$ cat config.mk
export PLATFORM = sky130hd
export DESIGN_NAME = tx_symbol_scheduler_flat
export DESIGN_NICKNAME = d
export VERILOG_FILES = /design/src/rtl/tx_symbol_scheduler_if.sv /design/src/rtl/tx_symbol_scheduler.sv /design/src/flat_wrapper.sv
export SDC_FILE = /design/constraint.sdc
export NUM_CORES = 1
export LEC_CHECK = 0
export CAP_MARGIN = 25
export CORE_MARGIN = 5
export CORE_UTILIZATION = 46
export CTS_CLUSTER_SIZE = 25
export DETAILED_ROUTE_END_ITERATION = 12
export HOLD_SLACK_MARGIN = 0.15
export PLACE_DENSITY = 0.78
export SYNTH_ARGS = -nofsm -noshare
export SYNTH_HDL_FRONTEND = slang
export SYNTH_SLANG_ARGS = --single-unit
$ cat constraint.sdc
create_clock -name clk -period 1.8 [get_ports clk]
set_clock_uncertainty 0.05 [all_clocks]
set_input_delay 0.18 -clock clk [delete_from_list [all_inputs] [get_ports clk]]
set_output_delay 0.18 -clock clk [all_outputs]
set_load 0.05 [all_outputs]
$ cat src/rtl/tx_symbol_scheduler_if.sv
// Upstream byte stream and encoder symbol bus for the TX symbol scheduler.
interface tx_symbol_scheduler_if;
   logic       s_valid;
   logic [7:0] s_data;
   logic       s_k;
   logic       s_last;
   logic       s_ready;
   logic       enc_valid;
   logic [7:0] enc_din;
   logic       enc_k;

   // link-layer side: drives bytes, observes ready and the encoder stream
   modport master (
      output s_valid, s_data, s_k, s_last,
      input  s_ready, enc_valid, enc_din, enc_k
   );

   // scheduler side
   modport slave (
      input  s_valid, s_data, s_k, s_last,
      output s_ready, enc_valid, enc_din, enc_k
   );
endinterface

$ cat src/rtl/tx_symbol_scheduler.sv
// TX symbol scheduler: merges packet bytes, SKP ordered sets (2x K28.1) and
// idle fill into one symbol per enabled cycle. SKP credits accrue on a symbol
// interval and are spent only between packets.
module tx_symbol_scheduler #(
   parameter int         SKP_INTERVAL = 354,
   parameter int         MAX_PEND     = 4,
   parameter logic [7:0] IDLE_BYTE    = 8'h00,
   parameter logic [7:0] SKP_BYTE     = 8'h3C
) (
   input  logic                  clk,
   input  logic                  rst_n,
   input  logic                  tx_en,
   tx_symbol_scheduler_if.slave  bus,
   output logic [2:0]            skp_pending,
   output logic                  underrun,
   output logic                  skp_overflow
);

   typedef enum logic [1:0] {S_IDLE, S_PKT, S_SKP} state_t;

   // Grant fires on the emission that brings the count to SKP_INTERVAL-1.
   localparam logic [11:0] WRAP_AT  = 12'(SKP_INTERVAL - 2);
   localparam logic [2:0]  PEND_MAX = 3'(MAX_PEND);

   state_t      state, state_nxt;
   logic        in_pkt, in_pkt_nxt;
   logic [11:0] cnt, cnt_nxt;
   logic        skp_idx, skp_idx_nxt;
   logic [2:0]  pend_nxt;
   logic [7:0]  sym_din;
   logic        sym_k;
   logic        non_skp, grant, dec, ufl, ovf;
   logic        accept;

   assign bus.s_ready = tx_en && (state != S_SKP) && !((skp_pending != 3'd0) && !in_pkt);
   assign accept      = bus.s_valid && bus.s_ready;

   // Next-state, symbol select, interval counter and credit bookkeeping.
   always_comb begin
      state_nxt   = state;
      in_pkt_nxt  = in_pkt;
      cnt_nxt     = cnt;
      skp_idx_nxt = skp_idx;
      pend_nxt    = skp_pending;
      sym_din     = IDLE_BYTE;
      sym_k       = 1'b0;
      non_skp     = 1'b0;
      grant       = 1'b0;
      dec         = 1'b0;
      ufl         = 1'b0;
      ovf         = 1'b0;

      if (tx_en) begin
         case (state)
            S_IDLE: begin
               if (skp_pending != 3'd0) begin
                  // first symbol of a set goes out now; S_SKP sends the second
                  sym_din     = SKP_BYTE;
                  sym_k       = 1'b1;
                  skp_idx_nxt = 1'b1;
                  state_nxt   = S_SKP;
               end else begin
                  non_skp = 1'b1;
                  if (accept) begin
                     sym_din = bus.s_data;
                     sym_k   = bus.s_k;
                     if (!bus.s_last) begin
                        state_nxt  = S_PKT;
                        in_pkt_nxt = 1'b1;
                     end
                  end
               end
            end
            S_PKT: begin
               non_skp = 1'b1;
               if (accept) begin
                  sym_din = bus.s_data;
                  sym_k   = bus.s_k;
                  if (bus.s_last) begin
                     state_nxt  = S_IDLE;
                     in_pkt_nxt = 1'b0;
                  end
               end else begin
                  ufl = 1'b1;
               end
            end
            S_SKP: begin
               sym_din = SKP_BYTE;
               sym_k   = 1'b1;
               if (skp_idx) begin
                  dec         = 1'b1;
                  skp_idx_nxt = 1'b0;
               end else begin
                  skp_idx_nxt = 1'b1;
               end
            end
            default: state_nxt = S_IDLE;
         endcase

         if (non_skp) begin
            if (cnt == WRAP_AT) begin
               cnt_nxt = 12'd0;
               grant   = 1'b1;
            end else begin
               cnt_nxt = cnt + 12'd1;
            end
         end

         if (grant && !dec) begin
            if (skp_pending == PEND_MAX) ovf = 1'b1;
            else                         pend_nxt = skp_pending + 3'd1;
         end else if (dec && !grant) begin
            pend_nxt = skp_pending - 3'd1;
         end

         // after the second symbol of a set, chain another set or go idle
         if (dec && (pend_nxt == 3'd0)) state_nxt = S_IDLE;
      end
   end

   // State and registered encoder outputs; tx_en low freezes everything.
   always_ff @(posedge clk or negedge rst_n) begin
      if (!rst_n) begin
         state         <= S_IDLE;
         in_pkt        <= 1'b0;
         cnt           <= 12'd0;
         skp_idx       <= 1'b0;
         skp_pending   <= 3'd0;
         bus.enc_valid <= 1'b0;
         bus.enc_din   <= 8'd0;
         bus.enc_k     <= 1'b0;
         underrun      <= 1'b0;
         skp_overflow  <= 1'b0;
      end else if (tx_en) begin
         state         <= state_nxt;
         in_pkt        <= in_pkt_nxt;
         cnt           <= cnt_nxt;
         skp_idx       <= skp_idx_nxt;
         skp_pending   <= pend_nxt;
         bus.enc_valid <= 1'b1;
         bus.enc_din   <= sym_din;
         bus.enc_k     <= sym_k;
         underrun      <= ufl;
         skp_overflow  <= ovf;
      end else begin
         bus.enc_valid <= 1'b0;
         underrun      <= 1'b0;
         skp_overflow  <= 1'b0;
      end
   end

endmodule

$ cat src/flat_wrapper.sv
// flat-port wrapper written by rule: the top's interface ports become plain ports
module tx_symbol_scheduler_flat 
#(
   parameter int         SKP_INTERVAL = 354,
   parameter int         MAX_PEND     = 4,
   parameter logic [7:0] IDLE_BYTE    = 8'h00,
   parameter logic [7:0] SKP_BYTE     = 8'h3C
)
  (clk, rst_n, tx_en, skp_pending, underrun, skp_overflow, bus_s_valid, bus_s_data, bus_s_k, bus_s_last, bus_s_ready, bus_enc_valid, bus_enc_din, bus_enc_k);
  tx_symbol_scheduler_if bus_i ();
  input  logic clk;
  input  logic rst_n;
  input  logic tx_en;
  output logic [2:0] skp_pending;
  output logic underrun;
  output logic skp_overflow;
  input wire logic [$bits(bus_i.s_valid)-1:0] bus_s_valid;
  input wire logic [$bits(bus_i.s_data)-1:0] bus_s_data;
  input wire logic [$bits(bus_i.s_k)-1:0] bus_s_k;
  input wire logic [$bits(bus_i.s_last)-1:0] bus_s_last;
  output wire logic [$bits(bus_i.s_ready)-1:0] bus_s_ready;
  output wire logic [$bits(bus_i.enc_valid)-1:0] bus_enc_valid;
  output wire logic [$bits(bus_i.enc_din)-1:0] bus_enc_din;
  output wire logic [$bits(bus_i.enc_k)-1:0] bus_enc_k;
  assign bus_i.s_valid = bus_s_valid;
  assign bus_i.s_data = bus_s_data;
  assign bus_i.s_k = bus_s_k;
  assign bus_i.s_last = bus_s_last;
  assign bus_s_ready = bus_i.s_ready;
  assign bus_enc_valid = bus_i.enc_valid;
  assign bus_enc_din = bus_i.enc_din;
  assign bus_enc_k = bus_i.enc_k;
  tx_symbol_scheduler #(.SKP_INTERVAL(SKP_INTERVAL), .MAX_PEND(MAX_PEND), .IDLE_BYTE(IDLE_BYTE), .SKP_BYTE(SKP_BYTE)) u_core (.clk(clk), .rst_n(rst_n), .tx_en(tx_en), .bus(bus_i), .skp_pending(skp_pending), .underrun(underrun), .skp_overflow(skp_overflow));
endmodule
==> results.py, run 1 <==
metrics = {
    "final_layout": {
        "fin_nets": 223,
        "design_area_mm2": 0.002252,
        "area_growth_pct": 41.84,
        "drive_gt1_share_pct": 25.37,
        "antenna_cells": 0,
        "layout.cells.non_filler": 251,
    },
    "placed_design": {
        "dpl.cell_count": 235,
        "io_buffer_count": 29,
        "post-place-ws_ns": 0.006730,
        "postPlaceCellArea_mm2": 0.002057,
        "routabilityCongestion": 0.8679,
        "dp_hpwl_um": 2860,
    },
    "flow_run": {
        "drv_cap": 0,
    },
    "floorplanning": {
        "initial_core_util_pct": 47.58,
        "die_w_um": 68.75,
        "core_mm2": 0.003337,
        "die_y_um": 68.75,
        "dieArea_mm2": 0.004727,
        "pin_count": 30,
        "row_count": 21,
    },
    "synth": {
        "synth_area_mm2": 0.001588,
        "syn_inst": 154,
        "synth_cell_type_count": 40,
        "synth_top_area_share_pct": 48.86,
        "ys_ff_latch": 31,
        "synth_flop_cell": "dfrtp_1",
        "synthArstFlopShare_pct": 100.0,
        "synth_fa_ha_area_share_pct": 3.940,
        "synth.most_common_cell": "dfrtp_1",
        "synth_edf_count": 0,
        "synth_warnings": 0,
        "syn_nets": 173,
        "synth.area.top_cells": "dfrtp_1, nor2_1, ha_1",
        "seq_area_frac_synth_pct": 48.86,
        "synthMuxAreaShare_pct": 0,
        "synth-simple-area-share_pct": 18.52,
        "synth_top_family_by_area": "compound AO/OA/AOI/OAI gates",
        "synth_top_area_cell": "dfrtp_1",
        "synthTopCellsByCount": "dfrtp_1, nor2_1, nand2_1",
        "avgSynthCellArea_um2": 10.31,
        "synth-compound-area-share_pct": 19.94,
        "synth_xor_area_share_pct": 5.516,
    },
    "sta": {
        "hold_ws_ns": 0.1656,
        "drv_slew": 0,
        "rsz0062_at_grt": "yes",
        "setup_slack_ns": 0.006053,
        "post-route-period-util_pct": 99.66,
        "setup_viol": 0,
        "worst_slew_pin_slew_ns": 0.5150,
        "layout_min_cycle_time_ns": 1.794,
        "hold_viol": 0,
        "fmax_mhz": 557.4,
        "slew_headroom_pct": 65.56,
    },
    "clocking": {
        "cts_tree": "yes",
        "htreeDepth": 2,
        "clk-insertion-delay-late_ns": 0.35,
        "path_clk_slew_ns": 0.10,
        "clock_sinks": 31,
        "cts_buffer_depth": 2,
        "cts_root_buf": "clkbuf_4",
        "cts_buffers": 5,
    },
    "setup_path": {
        "crit_path_start_kind": "flop",
        "critPathRequiredTime_ns": 2.00,
        "crit_path_end_kind": "flop",
        "cp.arrival_ns": 2.00,
        "cp_max_fo": 8,
        "crit_type": "reg2reg",
    },
    "power_and_ir_drop": {
        "vdd.ir_drop.worst_uv": 587.4,
        "leakage_nw": 1.003,
        "power.density_mw_per_mm2": 1336,
        "p_total_mw": 3.010,
    },
    "outcome": {
        "status": "completed",
    },
    "drt": {
        "drt-pass1-iter-count": 4,
        "vias": 1384,
        "drt-initial-drc-count": 47,
        "routed_wl_um": 4103,
        "wl_per_cell_um": 16.35,
        "via_per_inst": 5.514,
        "final_antenna_net_count": 0,
        "drc": 0,
    },
    "global_route": {
        "grt_pass1_vias": 1354,
        "grt_pass1_wl_um": 6382,
        "antenna_found_initial": 0,
        "grt-ovfl-total": 0,
        "grt_max_degree": 32,
        "grt_usage_pct": 18.68,
    },
    "hold_path": {
        "min_path_type": "in2async",
    },
}
## path summary, 6_finish.rpt
path | startpoint | slack [ns] | depth (start not counted) | to
worst min register to register | u_core.bus.enc_din[7] | 0.47 | 1 | u_core.bus.enc_din[7]
worst max-delay path | u_core.skp_pending[0] | 0.006 | 6 | u_core.state[1]
worst min-delay path | rst_n | 0.17 | 2 | u_core.skp_pending[1]
min in group clk | bus_s_data[0] | 0.38 | 2 | u_core.bus.enc_din[0]
max in group asynchronous | rst_n | 1.23 | 2 | u_core.skp_pending[0]
worst max register to register | u_core.skp_pending[0] | 0.006 | 6 | u_core.state[1]
## cells in the final DEF, fill, tap and decap left out, types with 4 or more instances in the layout
master	n
a221o_1	6
o21ai_0	4
xor2_1	6
a22o_1	4
clkdlybuf4s50_1	22
nor2_1	15
xnor2_1	4
o2111ai_1	5
dfrtp_1	29
nand2_1	12
nand2b_1	4
buf_4	23
clkbuf_4	5
## kinds of logic (layout without fill, tap and decap cells)
kind of cell,after synthesis,in the layout
AND/OR/NAND/NOR,56,56
AO/OA/AOI/OAI,39,39
flip-flops,31,31
buffers and inverters,13,64
XOR/XNOR,10,10
adder cells (fa/ha/maj),5,5
## sequential cells by signal (all words and copies together) (netlist names)
name and cells:
u_core.bus.enc_din 8, u_core.bus.enc_k 1, u_core.bus.enc_valid 1, u_core.cnt 12, u_core.in_pkt 1, u_core.skp_idx 1, u_core.skp_overflow 1, u_core.skp_pending 3
u_core.state 2, u_core.underrun 1
## metrics by stage
stage                     util, %  TNS [ns]
after floorplan                 -   -0.2074
after global routing        67.49   -0.1304
final                       67.49         0
after CTS                   65.02  -0.01344
after detailed placement    61.64         0
after global placement      61.64         0
## worst max-delay path: stages, from the launching register on
cell      delay (ns)
dfrtp_2         0.39
inv_4           0.05
ha_4            0.15
nor2b_4         0.12
o2111a_2        0.36
a32o_2          0.31
a311oi_2        0.27
## routing by layer
| layer | vias up | routed length (µm) | share of wire, % | global-route usage [%] |
|---|---|---|---|---|
| li1 | 670 | - | - | - |
| met1 | 686 | 1669 | 41 | 22.44 |
| met2 | 20 | 2209 | 54 | 31.82 |
| met3 | 8 | 151 | 3.7 | 3.890 |
| met4 | 0 | 72 | 1.8 | 8.759 |
| met5 | - | 0 | 0 | 0 |
## where the power goes
part / switching (mW) / leakage [nW] / internal [mW]
registers: 0.144 / 0.388 / 0.848
logic: 0.876 / 0.576 / 0.679
clock network: 0.234 / 0.0386 / 0.229
## layout make-up
type	count	area [µm²]
Fill cell	265	1085
Clock buffer	8	68.82
Sequential cell	31	778.2
Multi-Input combinational cell	110	860.8
Tap cell	46	57.56
Timing Repair Buffer	50	461.7
Inverter	6	25.02
## repair_timing
action | 4_1_cts | 5_1_grt
endpoints found under the hold margin | 0 | 0
setup endpoints to repair | 3 | 15
resized for setup | 2 | 15
cloned | 0 | 0
pin swaps | 1 | 4
setup buffers | 5 | 3
hold buffers | 0 | 0
(Power assumes the default switching activity.)
==> run 2, diff against run 1 <==
--- a/config.mk
+++ b/config.mk
@@ -6,7 +6,6 @@
 export NUM_CORES = 1
 export LEC_CHECK = 0
 export CAP_MARGIN = 25
-export CORE_MARGIN = 5
 export CORE_UTILIZATION = 46
 export CTS_CLUSTER_SIZE = 25
 export DETAILED_ROUTE_END_ITERATION = 12
==> run 2 against run 1 <==
The flow now finishes with violations (setup timing); cell count fell by 1.2%; utilization is 3.0 points higher; global-route usage grew 5.5 points.
==> results.py, run 2 (same netlist as run 1, synthesis figures left out) <==
metrics = {
    "sta": {
        "post-route-period-util_pct": 100.1,
        "setup_tns_ns": -0.002601,
        "setup_viol": 1,
        "slew_headroom_pct": 65.26,
        "setup_slack_ns": -0.002601,
        "drv_slew": 0,
        "fmax_mhz": 554.8,
        "rsz0062_at_grt": "yes",
        "worst_slew_pin_slew_ns": 0.5202,
        "hold_ws_ns": 0.1688,
        "hold_viol": 0,
        "layout_min_cycle_time_ns": 1.803,
    },
    "power_and_ir_drop": {
        "vdd.ir_drop.worst_uv": 610.2,
        "p_total_mw": 3.055,
        "leakage_nw": 1.010,
        "power.density_mw_per_mm2": 1375,
    },
    "drt": {
        "drt-initial-drc-count": 80,
        "wl_per_cell_um": 15.80,
        "drc": 0,
        "routed_wl_um": 3919,
        "vias": 1408,
        "drt-pass1-iter-count": 4,
        "final_antenna_net_count": 0,
        "via_per_inst": 5.677,
    },
    "setup_path": {
        "cp_max_fo": 4,
        "cp.arrival_ns": 1.57,
        "reg2reg_from": "u_core.skp_pending[0]",
        "rrSetupSlack_ns": 0.04,
        "crit_path_start_kind": "flop",
        "rr_endpoint": "u_core.state[0]",
        "critPathRequiredTime_ns": 1.57,
        "crit_path_end_kind": "output pin",
        "crit_type": "reg2out",
        "reg2reg_depth": 8,
    },
    "global_route": {
        "grt_use_met1_pct": 28.71,
        "use_met2_pct": 41.13,
        "grt_max_degree": 32,
        "antenna_found_initial": 0,
        "grt_pass1_wl_um": 6417,
        "grt-ovfl-total": 0,
        "grt-busiest-layer": "met2",
        "grt_usage_pct": 24.16,
        "met3_usage_pct": 6.610,
        "grt_pass1_vias": 1436,
    },
    "clocking": {
        "path_clk_slew_ns": 0.10,
        "cts_buffers": 5,
        "hold_buffers": 0,
        "clock_sinks": 31,
        "cts_buffer_depth": 2,
        "cts_root_buf": "clkbuf_4",
        "cts_tree": "yes",
        "clk-insertion-delay-late_ns": 0.35,
        "htreeDepth": 2,
    },
    "outcome": {
        "status": "complete, but fails checks",
        "violations": "setup timing",
    },
    "placed_design": {
        "routabilityCongestion": 0.8409,
        "io_buffer_count": 29,
        "dp_hpwl_um": 2729,
        "post-place-ws_ns": -0.006391,
        "dpl.cell_count": 231,
        "postPlaceCellArea_mm2": 0.002039,
    },
    "final_layout": {
        "layout_commonest_cell": "dfrtp_1",
        "design_area_mm2": 0.002222,
        "area_growth_pct": 39.95,
        "antenna_cells": 0,
        "fin_nets": 222,
        "layout.cells.non_filler": 248,
        "drive_gt1_share_pct": 24.02,
        "layout_common_cells": "dfrtp_1, clkdlybuf4s50_1, buf_4",
        "reg.largest.list": "u_core.cnt: 12 flops, u_core.bus.enc_din: 8 flops, u_core.skp_pending: 3 flops",
        "largest_reg_flops": 12,
        "final_util_pct": 70.48,
        "top_register": "u_core.cnt",
    },
    "floorplanning": {
        "pin_count": 30,
        "initial_core_util_pct": 50.36,
        "die_w_um": 60.75,
        "dieArea_mm2": 0.003691,
        "core_mm2": 0.003153,
        "die_y_um": 60.75,
        "row_count": 20,
    },
    "hold_path": {
        "min_path_type": "in2async",
    },
    "flow_run": {
        "drv_cap": 0,
    },
}
## run 2: per-layer routing
layer  wire [µm]  part of all wire, %  vias to the layer above
met3         151                  3.9                        5
met4          63                  1.6                        0
met5           0                    0                        -
met2        1986                   51                       30
met1        1718                   44                      705
li1            -                    -                      668
## run 2: final cells by class
class                      instances  area [µm²]
fill                             240       930.9
clock buffer                       6       51.30
sequential                        31       778.2
clock inverter                     2       35.03
timing repair buffer              49       454.2
tap                               44       55.05
inverter                           6       25.02
multi-input combinational        110       823.3
## run 2: worst max-delay path by stage
stage	startpoint	endpoint	slack (ns)	cells past startpoint
after floorplan	u_core.skp_pending[0]	u_core.state[1]	-0.1	6
after global placement	u_core.cnt[0]	u_core.skp_pending[1]	0.05	6
after detailed placement	u_core.cnt[0]	u_core.state[1]	-0.006	6
after CTS	u_core.skp_pending[1]	bus_s_ready	-0.03	7
after global routing	u_core.skp_pending[0]	bus_s_ready	-0.06	7
final	u_core.skp_pending[0]	bus_s_ready	-0.003	7
## run 2: timing repair
item / CTS / global route
pin swaps: 0 / 5
setup buffers: 3 / 6
resized for setup: 2 / 10
setup endpoints to repair: 3 / 18
gates cloned: 0 / 0
endpoints found under the hold margin: 0 / 0
## run 2: critical path, cell delays in order (launching register included)
cell     delay [ns]
dfrtp_2        0.44
inv_4          0.08
ha_4           0.14
nor2b_4        0.16
buf_6          0.13
nor2_4         0.04
nor2_4         0.10
buf_12         0.14
## run 2: report_power, final
group / leakage (nW) / switching, mW / internal [mW]
sequential: 0.388 / 0.144 / 0.848
clock: 0.0482 / 0.255 / 0.328
combinational: 0.574 / 0.830 / 0.651
